### src/rtl/opll_pkg.sv
// rtl/opll_pkg.sv - shared types and defaults for the OPLL write pacer
package opll_pkg;

    // One queued host write: target chip, register select (A0) and data byte.
    typedef struct packed {
        logic [1:0] sel;
        logic       a0;
        logic [7:0] data;
    } opll_wr_entry_t;

    typedef enum logic [1:0] {
        IDLE   = 2'd0,
        STROBE = 2'd1,
        WAIT   = 2'd2
    } pacer_state_t;

    localparam int DEF_WR_HOLD   = 2;
    localparam int DEF_ADDR_WAIT = 12;
    localparam int DEF_DATA_WAIT = 84;

    function automatic int max3(input int a, input int b, input int c);
        int m;
        m = (a > b) ? a : b;
        return (m > c) ? m : c;
    endfunction

endpackage

### src/rtl/opll_write_pacer_if.sv
// rtl/opll_write_pacer_if.sv - host-side and OPLL-side signals of the write pacer
// master: I/O port decoder side (drives host_*, observes status and OPLL bus)
// slave : the pacer itself
interface opll_write_pacer_if;
    logic       host_wr;
    logic       host_a0;
    logic [1:0] host_sel;
    logic [7:0] host_din;
    logic       host_full;
    logic       host_idle;
    logic       overflow;
    logic [7:0] opll_din;
    logic       opll_addr;
    logic [2:0] opll_wr;
    logic [2:0] opll_cs;

    modport master (
        output host_wr, host_a0, host_sel, host_din,
        input  host_full, host_idle, overflow,
        input  opll_din, opll_addr, opll_wr, opll_cs
    );

    modport slave (
        input  host_wr, host_a0, host_sel, host_din,
        output host_full, host_idle, overflow,
        output opll_din, opll_addr, opll_wr, opll_cs
    );
endinterface

### src/rtl/opll_wr_fifo.sv
// rtl/opll_wr_fifo.sv - synchronous FIFO of pending OPLL register writes
// Ports: clk, rst_n (sync, active low), push/push_data, pop/head (head is the
// entry that pop removes), full, empty, count (registered occupancy).
module opll_wr_fifo
    import opll_pkg::*;
#(
    parameter int DEPTH = 8
) (
    input  logic                     clk,
    input  logic                     rst_n,
    input  logic                     push,
    input  opll_wr_entry_t           push_data,
    input  logic                     pop,
    output opll_wr_entry_t           head,
    output logic                     full,
    output logic                     empty,
    output logic [$clog2(DEPTH):0]   count
);
    localparam int AW = $clog2(DEPTH);

    opll_wr_entry_t  mem [DEPTH];
    logic [AW-1:0]   wr_ptr;
    logic [AW-1:0]   rd_ptr;
    logic            push_ok;
    logic            pop_ok;

    assign full    = (count == (AW+1)'(DEPTH));
    assign empty   = (count == '0);
    assign push_ok = push && !full;
    assign pop_ok  = pop && !empty;
    assign head    = mem[rd_ptr];

    // Pointers are AW bits wide, so they wrap modulo DEPTH on their own.
    always_ff @(posedge clk) begin
        if (!rst_n) begin
            wr_ptr <= '0;
            rd_ptr <= '0;
            count  <= '0;
        end else begin
            if (push_ok) begin
                mem[wr_ptr] <= push_data;
                wr_ptr      <= wr_ptr + 1'b1;
            end
            if (pop_ok) begin
                rd_ptr <= rd_ptr + 1'b1;
            end
            case ({push_ok, pop_ok})
                2'b10:   count <= count + 1'b1;
                2'b01:   count <= count - 1'b1;
                default: count <= count;
            endcase
        end
    end
endmodule

### src/rtl/opll_write_pacer.sv
// rtl/opll_write_pacer.sv - queues host OPLL writes and replays them with legal strobe/recovery timing
// Ports: clk, rst_n (sync, active low), cen (OPLL clock enable; all timing counts cen ticks),
// bus (slave): host_wr/a0/sel/din in, host_full/host_idle/overflow status out,
// opll_din/opll_addr/opll_wr/opll_cs to the three OPLL instances (wr one-hot, cs == wr).
module opll_write_pacer
    import opll_pkg::*;
#(
    parameter int FIFO_DEPTH = 8,
    parameter int WR_HOLD    = DEF_WR_HOLD,
    parameter int ADDR_WAIT  = DEF_ADDR_WAIT,
    parameter int DATA_WAIT  = DEF_DATA_WAIT
) (
    input  logic               clk,
    input  logic               rst_n,
    input  logic               cen,
    opll_write_pacer_if.slave  bus
);
    localparam int AW = $clog2(FIFO_DEPTH);
    localparam int CW = $clog2(max3(WR_HOLD, ADDR_WAIT, DATA_WAIT) + 1);

    pacer_state_t    state, state_n;
    logic [CW-1:0]   cnt, cnt_n;
    logic            wait_data, wait_data_n;
    logic [7:0]      din_q, din_n;
    logic            addr_q, addr_n;
    logic [2:0]      wr_q, wr_n;
    logic            full_q;
    logic            idle_q;
    logic            ovf_q;

    logic            push_ok;
    logic            drop;
    logic            pop;
    opll_wr_entry_t  push_entry;
    opll_wr_entry_t  head;
    logic            fifo_full;
    logic            fifo_empty;
    logic [AW:0]     fifo_count;
    logic [AW:0]     count_n;
    logic [CW-1:0]   wait_last;

    assign push_entry = '{sel: bus.host_sel, a0: bus.host_a0, data: bus.host_din};
    assign push_ok    = bus.host_wr && !fifo_full && (bus.host_sel != 2'd3);
    assign drop       = bus.host_wr && (fifo_full || (bus.host_sel == 2'd3));
    assign wait_last  = wait_data ? CW'(DATA_WAIT - 1) : CW'(ADDR_WAIT - 1);

    opll_wr_fifo #(.DEPTH(FIFO_DEPTH)) u_fifo (
        .clk       (clk),
        .rst_n     (rst_n),
        .push      (push_ok),
        .push_data (push_entry),
        .pop       (pop),
        .head      (head),
        .full      (fifo_full),
        .empty     (fifo_empty),
        .count     (fifo_count)
    );

    // Next occupancy, so host_full/host_idle can be registered without lagging a cycle.
    always_comb begin
        count_n = fifo_count;
        case ({push_ok, pop})
            2'b10:   count_n = fifo_count + 1'b1;
            2'b01:   count_n = fifo_count - 1'b1;
            default: count_n = fifo_count;
        endcase
    end

    always_comb begin
        state_n     = state;
        cnt_n       = cnt;
        wait_data_n = wait_data;
        din_n       = din_q;
        addr_n      = addr_q;
        wr_n        = wr_q;
        pop         = 1'b0;
        case (state)
            IDLE: begin
                cnt_n = '0;
                if (!fifo_empty) begin
                    pop         = 1'b1;
                    din_n       = head.data;
                    addr_n      = head.a0;
                    wr_n        = 3'b001 << head.sel;
                    wait_data_n = head.a0;
                    state_n     = STROBE;
                end
            end
            STROBE: begin
                if (cen) begin
                    if (cnt == CW'(WR_HOLD - 1)) begin
                        wr_n    = '0;
                        cnt_n   = '0;
                        state_n = WAIT;
                    end else begin
                        cnt_n = cnt + 1'b1;
                    end
                end
            end
            WAIT: begin
                // Recovery is shared by all chips: the next entry waits even if it targets another OPLL.
                if (cen) begin
                    if (cnt == wait_last) begin
                        cnt_n   = '0;
                        state_n = IDLE;
                    end else begin
                        cnt_n = cnt + 1'b1;
                    end
                end
            end
            default: begin
                cnt_n   = '0;
                wr_n    = '0;
                state_n = IDLE;
            end
        endcase
    end

    always_ff @(posedge clk) begin
        if (!rst_n) begin
            state     <= IDLE;
            cnt       <= '0;
            wait_data <= 1'b0;
            din_q     <= '0;
            addr_q    <= 1'b0;
            wr_q      <= '0;
            full_q    <= 1'b0;
            idle_q    <= 1'b1;
            ovf_q     <= 1'b0;
        end else begin
            state     <= state_n;
            cnt       <= cnt_n;
            wait_data <= wait_data_n;
            din_q     <= din_n;
            addr_q    <= addr_n;
            wr_q      <= wr_n;
            full_q    <= (count_n == (AW+1)'(FIFO_DEPTH));
            idle_q    <= (state_n == IDLE) && (count_n == '0);
            if (drop) begin
                ovf_q <= 1'b1;
            end
        end
    end

    assign bus.host_full = full_q;
    assign bus.host_idle = idle_q;
    assign bus.overflow  = ovf_q;
    assign bus.opll_din  = din_q;
    assign bus.opll_addr = addr_q;
    assign bus.opll_wr   = wr_q;
    assign bus.opll_cs   = wr_q;
endmodule

### src/flat_wrapper.sv
// flat-port wrapper written by rule: the top's interface ports become plain ports
module opll_write_pacer_flat import opll_pkg::*;
#(
    parameter int FIFO_DEPTH = 8,
    parameter int WR_HOLD    = DEF_WR_HOLD,
    parameter int ADDR_WAIT  = DEF_ADDR_WAIT,
    parameter int DATA_WAIT  = DEF_DATA_WAIT
)
  (clk, rst_n, cen, bus_host_wr, bus_host_a0, bus_host_sel, bus_host_din, bus_host_full, bus_host_idle, bus_overflow, bus_opll_din, bus_opll_addr, bus_opll_wr, bus_opll_cs);
  opll_write_pacer_if bus_i ();
  input  logic clk;
  input  logic rst_n;
  input  logic cen;
  input wire logic [$bits(bus_i.host_wr)-1:0] bus_host_wr;
  input wire logic [$bits(bus_i.host_a0)-1:0] bus_host_a0;
  input wire logic [$bits(bus_i.host_sel)-1:0] bus_host_sel;
  input wire logic [$bits(bus_i.host_din)-1:0] bus_host_din;
  output wire logic [$bits(bus_i.host_full)-1:0] bus_host_full;
  output wire logic [$bits(bus_i.host_idle)-1:0] bus_host_idle;
  output wire logic [$bits(bus_i.overflow)-1:0] bus_overflow;
  output wire logic [$bits(bus_i.opll_din)-1:0] bus_opll_din;
  output wire logic [$bits(bus_i.opll_addr)-1:0] bus_opll_addr;
  output wire logic [$bits(bus_i.opll_wr)-1:0] bus_opll_wr;
  output wire logic [$bits(bus_i.opll_cs)-1:0] bus_opll_cs;
  assign bus_i.host_wr = bus_host_wr;
  assign bus_i.host_a0 = bus_host_a0;
  assign bus_i.host_sel = bus_host_sel;
  assign bus_i.host_din = bus_host_din;
  assign bus_host_full = bus_i.host_full;
  assign bus_host_idle = bus_i.host_idle;
  assign bus_overflow = bus_i.overflow;
  assign bus_opll_din = bus_i.opll_din;
  assign bus_opll_addr = bus_i.opll_addr;
  assign bus_opll_wr = bus_i.opll_wr;
  assign bus_opll_cs = bus_i.opll_cs;
  opll_write_pacer #(.FIFO_DEPTH(FIFO_DEPTH), .WR_HOLD(WR_HOLD), .ADDR_WAIT(ADDR_WAIT), .DATA_WAIT(DATA_WAIT)) u_core (.clk(clk), .rst_n(rst_n), .cen(cen), .bus(bus_i));
endmodule
### config.mk
export PLATFORM = sky130hd
export DESIGN_NAME = opll_write_pacer_flat
export DESIGN_NICKNAME = d
export VERILOG_FILES = /design/src/rtl/opll_pkg.sv /design/src/rtl/opll_write_pacer_if.sv /design/src/rtl/opll_wr_fifo.sv /design/src/rtl/opll_write_pacer.sv /design/src/flat_wrapper.sv
export SDC_FILE = /design/constraint.sdc
export NUM_CORES = 1
export LEC_CHECK = 0
export ABC_AREA = 1
export BUFFER_PORTS_ARGS = -buffer_cell sky130_fd_sc_hd__buf_4
export CORE_MARGIN = 5
export CORE_UTILIZATION = 65
export DETAILED_ROUTE_END_ITERATION = 7
export GPL_ROUTABILITY_DRIVEN = 0
export GPL_TIMING_DRIVEN = 0
export MAX_ROUTING_LAYER = met4
export PLACE_DENSITY = 0.94
export REMOVE_ABC_BUFFERS = 1
export SETUP_SLACK_MARGIN = 0.02
export SYNTH_ARGS = -nofsm -noshare
export SYNTH_HDL_FRONTEND = slang
export SYNTH_SLANG_ARGS = --single-unit
### constraint.sdc
create_clock -name clk -period 5.2 [get_ports clk]
set_input_delay 0.26 -clock clk [delete_from_list [all_inputs] [get_ports clk]]
set_output_delay 0.26 -clock clk [all_outputs]
set_load 0.05 [all_outputs]
Word-level counts from Yosys, hierarchy flattened --
Memory sizes are Yosys's and may differ from the RTL's. A register that Yosys moved wholly into a read port is not among the register bits. Index checks and enable logic that the tools add are counted.
Word-level totals: RAM bits 88, register bits 34, memories 1
Memories:
- u_core.u_fifo.mem | depth 8, width 11, rd ports 1, clocked after memory_dff 1, wr ports 1, RTL line opll_wr_fifo.sv:21 | opll_wr_entry_t mem [DEPTH];
Cells by class: bitwise operators 2, multiplexer cells 25, add/subtract/negate cells 5, reduce and logical (&&, ||, !) cells 17, shift operators 1, equality and inequality tests 16
Operator list (number):
- two-way mux 7 bit | 5
- case mux 4 bit (2 select lines) | 2
- two-way mux 3 bit | 5
- case mux 7 bit (2 select lines) | 1
- two-way mux 2 bit | 5
- case mux 3 bit (3 select lines) | 1
- == test 2 bit (second input constant) | 4
- == test 4 bit (second input constant) | 2
- logical NOT 4 bit | 2
- inequality test 2 bit (second input constant) | 4
- adder 7 x 1 -> 7 bit (second input constant) | 1
- == test 7 x 1 -> 1 bit (second input constant) | 1
- == test 7 bit | 1
- adder 3 x 1 -> 3 bit (second input constant) | 2
- == test 2 x 1 -> 1 bit (second input constant) | 3
- logical AND 1 bit | 6
- case mux 2 bit (3 select lines) | 1
- two-way mux 1 bit | 5
- adder 4 x 1 -> 4 bit (second input constant) | 1
- logical NOT 2 bit | 2
- AND reduction 2 bit | 2
- AND reduction 4 bit | 1
- subtractor 4 x 1 -> 4 bit (second input constant) | 1
- << shifter 1 x 2 -> 3 bit (first input constant) | 1
- other kinds (5) | 7

Depth between registers and ports, before layout --
Gate-level depths: netlist (run 1).
word-level depth 8, gate-level depth with buffers 14, mapped depth without buffers 13

Cells and area by module --
From an unflattened synthesis (run 1), not the netlist that was laid out.
Second synthesis, totals: cells, all modules 564, area, all modules 5585.4 um^2
By module, submodules not included:
- opll_wr_fifo | cells each 369, seq. area each 2902.8 um^2, times used 1, area an instance 4242.8 um^2
- opll_write_pacer | cells each 195, seq. area each 480.5 um^2, times used 1, area an instance 1342.5 um^2

Worst setup path after synthesis (run 1) --
Ideal clock, no wire load.
kind register to register, from register u_core.u_fifo.count[0], to memory u_core.u_fifo.mem[0][0] in the netlist's numbering (enable), setup slack 2895 ps, cell stages (with the launch flop) 8, required time 4807 ps, clock period less this slack 2305 ps, path buffers 0, arrival 1912 ps, library setup time 393 ps, cells stage by stage dfxtp_1 -> inv_1 -> ha_1 -> nand3_2 -> nand3_4 -> inv_2 -> nand2_1 -> nor3_1
On the way: longest elaborated chain between the ends 8
RTL lines:
- start, declared | RTL line opll_wr_fifo.sv:17 | output logic [$clog2(DEPTH):0] count
- start signal, assigned | RTL line opll_wr_fifo.sv:48 | 2'b10: count <= count + 1'b1;
- start signal, assigned | RTL line opll_wr_fifo.sv:49 | 2'b01: count <= count - 1'b1;
- start signal, assigned | RTL line opll_wr_fifo.sv:50 | default: count <= count;
- == test 4 bit (*) | RTL line opll_wr_fifo.sv:27 | assign full = (count == (AW+1)'(DEPTH));
- logical NOT 1 bit (*) | RTL line opll_wr_fifo.sv:29, opll_write_pacer.sv:43
- logical AND 1 bit (2 in a row) | RTL line opll_write_pacer.sv:43 | assign push_ok = bus.host_wr && !fifo_full && (bus.host_sel != 2'd3);
- logical AND 1 bit (*) | RTL line opll_wr_fifo.sv:29 | assign push_ok = push && !full;
- two-way mux 1 bit (*) | RTL line opll_wr_fifo.sv:40 | if (push_ok) begin
- two-way mux 1 bit (*) | RTL line opll_wr_fifo.sv:35 | if (!rst_n) begin
- two-way mux 1 bit (not written as such) (*) | RTL line opll_wr_fifo.sv:41 | mem[wr_ptr] <= push_data;
- end, declared | RTL line opll_wr_fifo.sv:21
Every way passes the cells marked *; elsewhere a longest branch is shown, timed or not.

Final worst setup path (run 1) --
from register u_core.u_fifo.count[0], to memory u_core.u_fifo.mem[5][8] in the netlist's numbering (enable)
Same word-level chain as after synthesis.

==> results of run 1 <==
path summary, 6_finish.rpt:
check,start,to,slack (ns)
setup / recovery,u_core.u_fifo.count[0],u_core.u_fifo.mem[5][8],2.28
hold / removal,bus_host_wr,u_core.bus.overflow,0.04
setup reg to reg,u_core.u_fifo.count[0],u_core.u_fifo.mem[5][8],2.28
hold reg to reg,u_core.u_fifo.rd_ptr[2],flip-flop,0.47
registers in the layout, indices dropped and copies added, names as in the netlist, named ones only:
signal,count
u_core.bus.host_full,1
u_core.bus.host_idle,1
u_core.bus.opll_cs,3
u_core.bus.opll_din,8
u_core.bus.overflow,1
u_core.cnt,7
u_core.state,2
u_core.u_fifo.count,4
u_core.u_fifo.mem,88
u_core.u_fifo.rd_ptr,3
u_core.u_fifo.wr_ptr,3
u_core.wait_data,1
kinds of logic (layout without fill, tap and decap cells):
family | after synthesis | in the layout
buf+inv | 78 | 135
fa+ha+maj | 13 | 13
simple gates | 221 | 221
compound gates | 96 | 96
xor+xnor | 7 | 7
flops | 125 | 125
power by group through the flow:
| stage | logic [mW] | clock network (mW) | registers, mW |
|---|---|---|---|
| 2_1_floorplan | 0.601 | 0 | 1.50 |
| 3_3_place_gp | 1.05 | 0 | 1.33 |
| 3_5_place_dp | 1.09 | 0 | 1.34 |
| 4_1_cts | 1.12 | 1.19 | 1.32 |
| 5_1_grt | 1.24 | 1.24 | 1.34 |
| 6_report | 1.13 | 1.18 | 1.32 |
cell type report:
type	count	area share, %
multi-input combinational	337	27.1
sequential	125	52.3
inverter	56	3.36
clock buffer	17	6.39
tap	105	2.03
timing repair buffer	47	6.10
clock inverter	15	2.72
cells in the final DEF, fill, tap and decap left out, drive strengths merged:
cell,Yosys,final
nand4,2,2
xnor2,4,4
clkbuf,5,17
dfxtp,37,37
nand3b,1,1
a21oi,29,29
dlygate4sd3,0,11
clkinvlp,0,1
nor3,6,6
edfxtp,88,88
o21ai,47,47
bufinv,0,2
xor2,3,3
nor2,84,84
buf,17,36
ha,13,13
nand3,47,47
nand2,81,81
o31ai,1,1
inv,56,66
clkinv,0,2
o211ai,19,19
routing by layer:
metal  track usage, %  wire (um)  vias to the layer above
met1             29.3       4750                     1918
li1                 -          -                     1921
met2             44.1       6410                      235
met3             6.96       1080                       48
met5                -          0                        -
met4             12.3        385                        0
worst max-delay path, cell delays in order (launching register included):
cell and delay (ns):
dfxtp_1 0.45, inv_1 0.14, ha_1 0.30, nand3_2 0.14
nand3_4 0.13, inv_2 0.12, nand3_1 0.16, nor2_1 1.07
==> results.txt, run 1 <==
outcome: complete, no violations
initial antenna violation count: 0
postcts setup bufs: 0
Worst Setup Start Kind: flip-flop
main flop type after synthesis: edfxtp_1
fillcell total: 455
number of I/O pins: 33
sequential power share: 36.3%
total CTS buffers: 17
Hold Slack: 0.0422 ns
largest family of logic cells by synthesized area: simple AND/OR/NAND/NOR gates
Routed WL per cell: 18.0 um
Final Net Count: 612
period utilization: 56.2%
clk_lat worst skew: 0.53 ns
GRT Overall Usage: 26.3%
Max Slew Vio Count: 0
sw frac: 38.7%
vias in the first global route: 4166
Tightest Pin Transition: 1.36 ns
drt pass-1 iters: 5
post-synthesis xor/xnor area fraction: 1.12%
crit-path max FO: 11
min Tclk post-route: 2.92 ns
synthesized area per cell: 10.2 um^2
Core Rows: 33
Layout Utilization: 78.8%
clk slew on worst S/H paths: 0.06 ns
post-synth top area share: 48.1%
layout cells sized above 1: 16.1%
post-route setup slack: 2.28 ns
Hold Buf Count CTS: 11
# DRC: 0
largest net degree at the start of global routing: 46
biggest area consumer among synthesized cells: edfxtp_1
Final Power: 3.64 mW
Hold Violations, Final: 0
placed insts: 659
PortBufs: 32
clk sinks: 125
H-tree depth: 4
Die Area: 10400 um^2
vias per std cell: 5.87
mux contribution to synthesized area: 0%
ANT nets after route: 0
MaxCap Viol Count: 0
Clk pwr share: 32.5%
post-cts sizing count: 0
TritonCTS clock tree: done
initial core utilization: 66.9%
clock root buffer: clkbuf_8
Synth Register Bits: 125
Max Freq: 0.342 GHz
synthesized area: 5500 um^2
critical path class: flip-flop to flip-flop
crit path DAT: 3.05 ns
FF/Latch Area: 3390 um^2
Synth Instances: 540
Die Wd: 102 um
Reg2Reg Depth: 7
adder-cell area share of the yosys netlist: 2.96%
worst path required time: 5.33 ns
combinational fraction of design power: 31.2%
Power Internal: 2.23 mW
WHS Path Cells: 3
NetSw: 1.41 mW
ys async rst share: 0%
Ys Warns: 0
RSZ-0062 raised after global routing: no
PD cells: 561 nW/um^2
Max VDD drop: 0.000370 V
Max Clock Skew: 0.00699 ns
most numerous cell in the Yosys netlist: edfxtp_1
setup TNS: 0 ns
total grt overflow: 0
Layout area overhead: 17.9%
Die Y: 102 um
# setup viols final: 0
Static Leakage: 2.53 nW
first-pass GRT wire length: 19.7 mm
initial DRC count: 407
post-synthesis compound-gate area fraction: 9.93%
cell area after layout: 6480 um^2
Area contributors post-synth: edfxtp_1 48%, dfxtp_1 13%, nor2_1 5.5%, nand2_1 5.2%, nand3_1 3.8%
area post-placement: 5780 um^2
Clock Tree Buf Depth: 2
drt total wl: 12.6 mm
Layout Cells excl Fill: 702
Post-Synth Simple-Gate Area: 17.6%
Multi-input gate area: 1760 um^2
CP Capture Type: flip-flop
commonest cells in the netlist: 88 x edfxtp_1, 81 x nor2_1, 76 x nand2_1
Netlist cell types: 32
max_slew headroom: 8.90%
vias: 4122
EDFF count, synth: 88
hpwl dp: 7.21 mm
sequential element share of the synthesized area: 61.6%
n_diodes: 0
core area: 8220 um^2
Hold WC Path Type: input port to flip-flop
Place WS: 2.39 ns
Note: power is estimated with default switching activity, not from simulation.
==> run 2: changes to the inputs <==
CORE_UTILIZATION = 60   (was 65)
PLACE_DENSITY = 0.89   (was 0.94)
clock period = 2.7 ns   (was 5.2 ns; I/O delays follow)
==> results.txt, run 2 (synthesized netlist as in run 1, its figures left out) <==
crit-path max FO: 11 (unchanged)
commonest cells after routing, fill and taps aside: 88 x edfxtp_1, 79 x nor2_1, 76 x nand2_1
PD cells: 1060 nW/um^2 (+88%)
initial core utilization: 60.6% (-6.3 points)
initial DRC count: 407 (unchanged)
layout cells sized above 1: 16.2% (+0.11 points)
area post-placement: 5780 um^2 (+0.13%)
Max VDD drop: 0.000697 V (+89%)
sequential power share: 37.1% (+0.8 points)
Hold WC Path Type: input port to flip-flop
TritonCTS clock tree: done
Die Wd: 106 um (+3.7%)
Max Clock Skew: 0.00895 ns (+0.00196 ns)
Die Y: 106 um (+3.7%)
max FFs per register: 88 (unchanged)
total CTS buffers: 17 (unchanged)
Routed WL per cell: 16.9 um (-6.0%)
number of I/O pins: 33 (unchanged)
Tightest Pin Transition: 1.24 ns (-0.118 ns)
drt total wl: 12.0 mm (-4.9%)
clock root buffer: clkbuf_8
Reg2Reg Depth: 7 (unchanged)
Max Freq: 0.356 GHz (+4.1%)
postcts setup bufs: 0 (unchanged)
total grt overflow: 0 (unchanged)
Crit Reg-Reg Startpoint: u_core.u_fifo.count[0]
Static Leakage: 2.50 nW (-1.1%)
CP Launch Point: u_core.u_fifo.count[0]
r2r setup slk: -0.11 ns (-2.39 ns)
fillcell total: 595 (+31%)
RSZ-0062 raised after global routing: yes
H-tree depth: 4 (unchanged)
vias: 4040 (-2.0%)
NetSw: 2.67 mW (+90%)
sw frac: 38.9% (+0.24 points)
end point of the critical path: u_core.u_fifo.mem[1][5]
min Tclk post-route: 2.81 ns (-0.115 ns)
GRT Overall Usage: 22.9% (-3.3 points)
Clock Tree Buf Depth: 2 (unchanged)
vias per std cell: 5.69 (-3.1%)
initial antenna violation count: 0 (unchanged)
vias in the first global route: 3926 (-5.8%)
drt pass-1 iters: 6 (+1)
MaxCap Viol Count: 0 (unchanged)
clk sinks: 125 (unchanged)
register with the most flip-flops: u_core.u_fifo.mem
max_slew headroom: 16.8% (+7.9 points)
failing checks: setup timing
Max Slew Vio Count: 0 (unchanged)
combinational fraction of design power: 32.1% (+0.9 points)
Final Power: 6.85 mW (+88%)
Core Rows: 35 (+6.1%)
Final Net Count: 614 (+0.33%)
post-route setup slack: -0.109 ns (-2.39 ns)
largest net degree at the start of global routing: 46 (unchanged)
Layout area overhead: 17.9% (unchanged)
outcome: finished with violations
crit path DAT: 2.95 ns (-0.10 ns)
cell area after layout: 6480 um^2 (unchanged)
critical path class: flip-flop to flip-flop
PortBufs: 32 (unchanged)
core area: 9060 um^2 (+10%)
clk slew on worst S/H paths: 0.06 ns (about the same)
period utilization: 104% (+48 points)
hpwl dp: 6.97 mm (-3.3%)
# setup viols final: 22 (+22)
Die Area: 11200 um^2 (+7.5%)
most common cell after layout, fill and taps aside: edfxtp_1
Worst Setup Start Kind: flip-flop
# DRC: 0 (unchanged)
n_diodes: 0 (unchanged)
R2R Path End: u_core.u_fifo.mem[1][5]
CP Capture Type: flip-flop
Hold Violations, Final: 0 (unchanged)
ANT nets after route: 0 (unchanged)
clk_lat worst skew: 0.54 ns (about the same)
first-pass GRT wire length: 18.9 mm (-4.1%)
Power Internal: 4.18 mW (+88%)
Clk pwr share: 30.8% (-1.7 points)
worst path required time: 2.84 ns (-2.49 ns)
WHS Path Cells: 6 (+3)
-- run 2: cell type report --
class	instances	area [um^2]	area share, %
flip-flops and latches	125	3390	52.3
multi-input cells	337	1760	27.2
clock buffers	18	418	6.45
repair buffers	49	415	6.41
inverters	56	220	3.40
well taps	111	139	2.14
clock inverters	14	138	2.12
-- run 2: worst max-delay path: stages (launching register included) --
cell	delay [ns]
dfxtp_1	0.45
inv_1	0.13
ha_1	0.31
nand3_2	0.15
nand3_4	0.11
inv_2	0.11
nand3_1	0.17
nor2_1	0.99
-- run 2: worst min-delay path by stage --
stage / start / end / slack [ns]
2_1_floorplan: bus_host_din[0] / u_core.u_fifo.mem[0][0] / 0.23
3_3_place_gp: bus_host_din[5] / u_core.u_fifo.mem[4][5] / 0.36
3_5_place_dp: bus_host_din[5] / u_core.u_fifo.mem[4][5] / 0.36
4_1_cts: cen / u_core.state[1] / 0.05
5_1_grt: cen / u_core.state[1] / 0.11
6_report: cen / u_core.state[1] / 0.07
-- run 2: layer usage --
| metal | vias to the layer above | part of all wire, % | global-route usage (%) |
|---|---|---|---|
| met5 | - | 0 | - |
| met4 | 0 | 2.4 | 9.71 |
| met3 | 30 | 5.8 | 4.96 |
| met2 | 181 | 53 | 40.7 |
| met1 | 1900 | 39 | 24.8 |
| li1 | 1929 | - | - |
-- run 2: repair_timing --
action                     4_1_cts  5_1_grt
hold endpoints to repair       101        0
gates resized for setup          1        3
hold buffers                    13        0
setup endpoints to repair       44       35
-- run 2: power by group through the flow --
stage | clock, mW | sequential, mW | combinational [mW]
floorplan | 0 | 2.89 | 1.16
global placement | 0 | 2.55 | 2.03
detailed placement | 0 | 2.57 | 2.11
CTS | 2.12 | 2.54 | 2.18
global route | 2.20 | 2.58 | 2.41
finish | 2.11 | 2.54 | 2.20
-- run 2: through the flow --
stage	TNS (ns)	setup WS (ns)	util (%)	hold WS, ns	instances
finish	-1.80	-0.109	71.5	0.0669	710
floorplan	0	0.395	-	0.234	518
global route	-4.26	-0.206	71.5	0.114	710
global placement	-17.42	-0.465	63.1	0.364	661
detailed placement	-0.649	-0.0593	63.8	0.364	665
CTS	-0.883	-0.0408	71.4	0.0544	710
